## src/rtl/mem_arb.sv

```systemverilog
// Single-port RAM arbiter: shares one synchronous RAM between instruction fetch
// and the execute-stage data path, with a burst limit so data cannot starve fetch.
module mem_arb #(
  parameter int ADDR_W    = 6,
  parameter int DATA_W    = 8,
  parameter int MAX_BURST = 4
) (
  input  logic              clk,
  input  logic              reset,
  input  logic              f_req,
  input  logic [ADDR_W-1:0] f_adr,
  output logic              f_gnt,
  output logic              f_rvalid,
  input  logic              d_req,
  input  logic              d_we,
  input  logic [ADDR_W-1:0] d_adr,
  input  logic [DATA_W-1:0] d_wdata,
  output logic              d_gnt,
  output logic              d_rvalid,
  output logic [DATA_W-1:0] rdata,
  output logic              ram_we,
  output logic [ADDR_W-1:0] ram_adr,
  output logic [DATA_W-1:0] ram_wdata,
  input  logic [DATA_W-1:0] ram_rdata
);

  typedef enum logic [1:0] {
    OWN_IDLE  = 2'd0,
    OWN_FETCH = 2'd1,
    OWN_DATA  = 2'd2
  } own_t;

  localparam logic [3:0] LP_MAX_BURST = 4'(MAX_BURST);

  own_t       r_own;
  logic [3:0] r_burst;
  logic       r_fRvalid;
  logic       r_dRvalid;
  logic       w_fGnt;
  logic       w_dGnt;
  logic       w_dataWinsTie;

  // Contention only: fetch wins after idle, data wins after fetch, and data
  // keeps the RAM until its burst count reaches the limit.
  always_comb begin
    w_dataWinsTie = 1'b0;
    case (r_own)
      OWN_FETCH: w_dataWinsTie = 1'b1;
      OWN_DATA:  w_dataWinsTie = (r_burst < LP_MAX_BURST);
      default:   w_dataWinsTie = 1'b0;
    endcase
  end

  always_comb begin
    w_fGnt = 1'b0;
    w_dGnt = 1'b0;
    if (reset) begin
      if (f_req && d_req) begin
        w_fGnt = ~w_dataWinsTie;
        w_dGnt = w_dataWinsTie;
      end else begin
        w_fGnt = f_req;
        w_dGnt = d_req;
      end
    end
  end

  always_comb begin
    ram_we    = 1'b0;
    ram_adr   = '0;
    ram_wdata = '0;
    if (w_fGnt) begin
      ram_adr = f_adr;
    end else if (w_dGnt) begin
      ram_we    = d_we;
      ram_adr   = d_adr;
      ram_wdata = d_wdata;
    end
  end

  always_ff @(posedge clk or negedge reset) begin
    if (!reset) begin
      r_own     <= OWN_IDLE;
      r_burst   <= 4'd0;
      r_fRvalid <= 1'b0;
      r_dRvalid <= 1'b0;
    end else begin
      if (w_fGnt) begin
        r_own <= OWN_FETCH;
      end else if (w_dGnt) begin
        r_own <= OWN_DATA;
      end else begin
        r_own <= OWN_IDLE;
      end
      // Saturate rather than wrap so a long data-only run still yields to fetch.
      if (!w_dGnt) begin
        r_burst <= 4'd0;
      end else if (r_burst < LP_MAX_BURST) begin
        r_burst <= r_burst + 4'd1;
      end
      r_fRvalid <= w_fGnt;
      r_dRvalid <= w_dGnt & ~d_we;
    end
  end

  assign f_gnt    = w_fGnt;
  assign d_gnt    = w_dGnt;
  assign f_rvalid = r_fRvalid;
  assign d_rvalid = r_dRvalid;
  assign rdata    = ram_rdata;

endmodule

```

## config.mk

```make
export PLATFORM = sky130hd
export DESIGN_NAME = mem_arb
export DESIGN_NICKNAME = d
export VERILOG_FILES = /design/src/rtl/mem_arb.sv
export SDC_FILE = /design/constraint.sdc
export NUM_CORES = 1
export LEC_CHECK = 0
export ABC_CLOCK_PERIOD_IN_PS = 4900
export CORE_MARGIN = 2
export CORE_UTILIZATION = 42
export CTS_BUF_LIST = sky130_fd_sc_hd__clkbuf_2 sky130_fd_sc_hd__clkbuf_4 sky130_fd_sc_hd__clkbuf_8
export DETAILED_ROUTE_END_ITERATION = 8
export DONT_BUFFER_PORTS = 1
export SYNTH_ARGS = -nofsm -noshare
export SYNTH_HDL_FRONTEND = slang
export SYNTH_SLANG_ARGS = --single-unit
```

## constraint.sdc

```tcl
create_clock -name clk -period 4.9 [get_ports clk]
set_input_delay 0.98 -clock clk [delete_from_list [all_inputs] [get_ports clk]]
set_output_delay 0.98 -clock clk [all_outputs]
set_load 0.005 [all_outputs]
```

==> metrics <==
area share of the largest cell type after synthesis=31.0%; Synth area leaders=dfrtp_1 (31%), buf_4 (11%), a22o_1 (9.3%); worst voltage drop across the vdd grid=0.117 mV; number of antenna diodes=0; Max stage delay cell, worst path=or4b_4; Seq/Total Area, Yosys=31.0%; Post-Syn Instances=55; routed vias=379; number of antenna violations at the first check in global routing=0; placed cell count=60; Slew Limit Headroom=69.0%; Layout Area Growth over Synthesis=-5.97%; number of nets in the finished design=between 80 and 90; number of standard-cell rows in the floorplan=13; Avg Synthesized Cell Area=10.3 µm²; Die Outline Area=1660 µm²; number of buffers inserted by port buffering=0; number of nets produced by synthesis=91; total power divided by cell area=255 nW/µm²; clock latency on the worst-skew pair=250 ps; post-detailed-route DRC marker count=0; min-delay worst type=input port to asynchronous set/reset pin; most common cell after layout, fill and taps aside=and2_1; wire length of the first global-routing pass=1400 µm; TNS Setup=0 ps; count of cell types in the netlist=22; total chip power=between 100 and 150 µW; number of violations of the max-capacitance limit=0; Finished Layout Cells=64; top-level I/O count=60; area inside the core boundary=1280 µm²; remaining antenna violation count after routing=0; actual slew at the worst max-slew pin=~470 ps; total wire length after detailed routing=912 µm; final setup vio count=0; number of sinks driven by the clock tree=7; share of the clock period used by the worst path=64.7%; Largest stage delay, worst path=510 ps; kind of critical path=register to primary output; required time at the worst-slack endpoint=3920 ps; # H-tree levels=1; First DRT Iteration DRCs=0; clock-pin slew reported for the worst setup and hold paths after clock tree synthesis=60 ps; Fin. Hold Viols=0; unrepaired setup endpoints after global routing=false; cell taking the most area after synthesis=dfrtp_1; synthesis-stage register bit count=7; Post-Syn Area=566 µm²; overall die width=a little over 40 µm; run status=complete, no violations; height of the die=40.7 µm; TritonCTS clock tree=built; number of warnings printed during yosys synthesis=0; Pre-Repair DR Iteration Count=1; Avg WL per Cell=14.3 µm; clock period minus worst slack=around 3200 ps; total CTS buffers=3; ordered cell list for the critical path=inv_1, ha_1, or4b_4, a31oi_4, and2_2; area occupied by multi-input gates=300 µm²; via-per-instance ratio=about 5.9; estimated wirelength of the detail-placed design=729 µm; Fillers=136; area used by sequential logic in the layout=175 µm²; buffer type at the clock tree root=clkbuf_4; gr usage total=a little over an eighth; hold buffer count at cts=0; CP Data Arrival Time=around 2200 ps; CP Launch Type=register; Achievable Freq=315 MHz; deepest clock path buffer count=2; number of global-route vias before repair=356; leakage power total=0.235 nW; routability congestion estimate=a little over 0.7; final setup skew=9.10 ps; Initial Util=44.0%; maximum number of pins on one net before global-route repair=22; Post-Place Setup Slack=1970 ps; number of max-slew violations in the final report=0; number of buffers inserted to repair setup after CTS=0; most frequent cells in the layout=and2_1 (8), dfrtp_1 (7), a22o_1 (6); total overflow reported by the global router=0; share of post-route cells with drive strength above 1=approximately 24%; Worst Slack Setup Final=~1700 ps; Max FO, Critical Path=21; final core occ=41.4%; # resized after CTS=0; Worst Setup End Kind=primary output
==> sequential cells by signal, indices dropped and copies added, names as in the netlist <==
name / count
r_burst: 4
r_own: 2
d_rvalid: 1
==> cells in the mapped netlist <==
| cell | n |
|---|---|
| or2b_2 | 1 |
| and2_2 | 3 |
| nand4bb_1 | 1 |
| buf_4 | 8 |
| buf_6 | 2 |
| o21a_1 | 1 |
| nand3b_1 | 1 |
| nor2_1 | 1 |
| ha_1 | 3 |
| and2b_2 | 2 |
| a31oi_4 | 1 |
| nand2_1 | 2 |
| xor2_1 | 1 |
| a22o_1 | 6 |
| or4b_4 | 1 |
| o21ai_0 | 1 |
| inv_1 | 2 |
| a31oi_1 | 1 |
| dfrtp_1 | 7 |
| a21boi_0 | 1 |
| o2111a_1 | 1 |
| and2_1 | 8 |
==> critical path, delay by kind of cell (launching register included) <==
family	cells	cell delay (ps)
fa+ha+maj	1	320
compound gates	1	430
flops	1	380
simple gates	2	740
buf+inv	1	60
==> logic make-up (layout without fill, tap and decap cells) <==
kind of cell / Yosys count / count (layout) / share of synthesized area [%]
buf+inv: 12 / 6 / 15.9
simple gates: 20 / 20 / 25.2
flops: 7 / 7 / 31.0
compound gates: 12 / 12 / 19.7
fa+ha+maj: 3 / 3 / 6.64
xor+xnor: 1 / 1 / 1.55
==> routing by layer <==
metal / part of all wire (%) / track usage, %
met1: 36 / 13.1
met2: 50 / 22.6
met3: 14 / 11.4
met4: 0 / 2.50
met5: 0 / 0
==> final timing paths <==
kind / from / to / slack (ps) / depth (start not counted)
worst min-delay path: reset / r_own[1]$_DFF_PN0_ / 410 / 0
max in group asynchronous: reset / d_rvalid$_DFF_PN0_ / 4410 / 0
worst min register to register: r_burst[1]$_DFFE_PN0P_ / r_burst[1]$_DFFE_PN0P_ / 560 / 2
worst max-delay path: r_own[0]$_DFF_PN0_ / ram_wdata[7] / 1730 / 5
worst max register to register: r_own[0]$_DFF_PN0_ / r_burst[1]$_DFFE_PN0P_ / 2870 / 5
min in group clk: r_burst[1]$_DFFE_PN0P_ / r_burst[1]$_DFFE_PN0P_ / 560 / 2
==> cell type report <==
| class | count | share of cell area (%) |
|---|---|---|
| well taps | 15 | 3.53 |
| inverters | 2 | 1.41 |
| flip-flops and latches | 7 | 32.9 |
| clock buffers | 4 | 5.65 |
| multi-input cells | 36 | 56.5 |
==> power by group <==
group | total, mW | switching, mW | internal, mW
combinational | 0.0163 | 0.00845 | 0.00788
clock | 0.0582 | 0.0216 | 0.0366
sequential | 0.0609 | 0.00126 | 0.0596
==> metrics by stage <==
step	cell area (µm²)	hold WS (ps)
floorplan	566	518
global placement	502	548
detailed placement	502	547
CTS	532	404
global route	532	394
finish	532	415
Note: power is estimated with default switching activity, not from simulation.
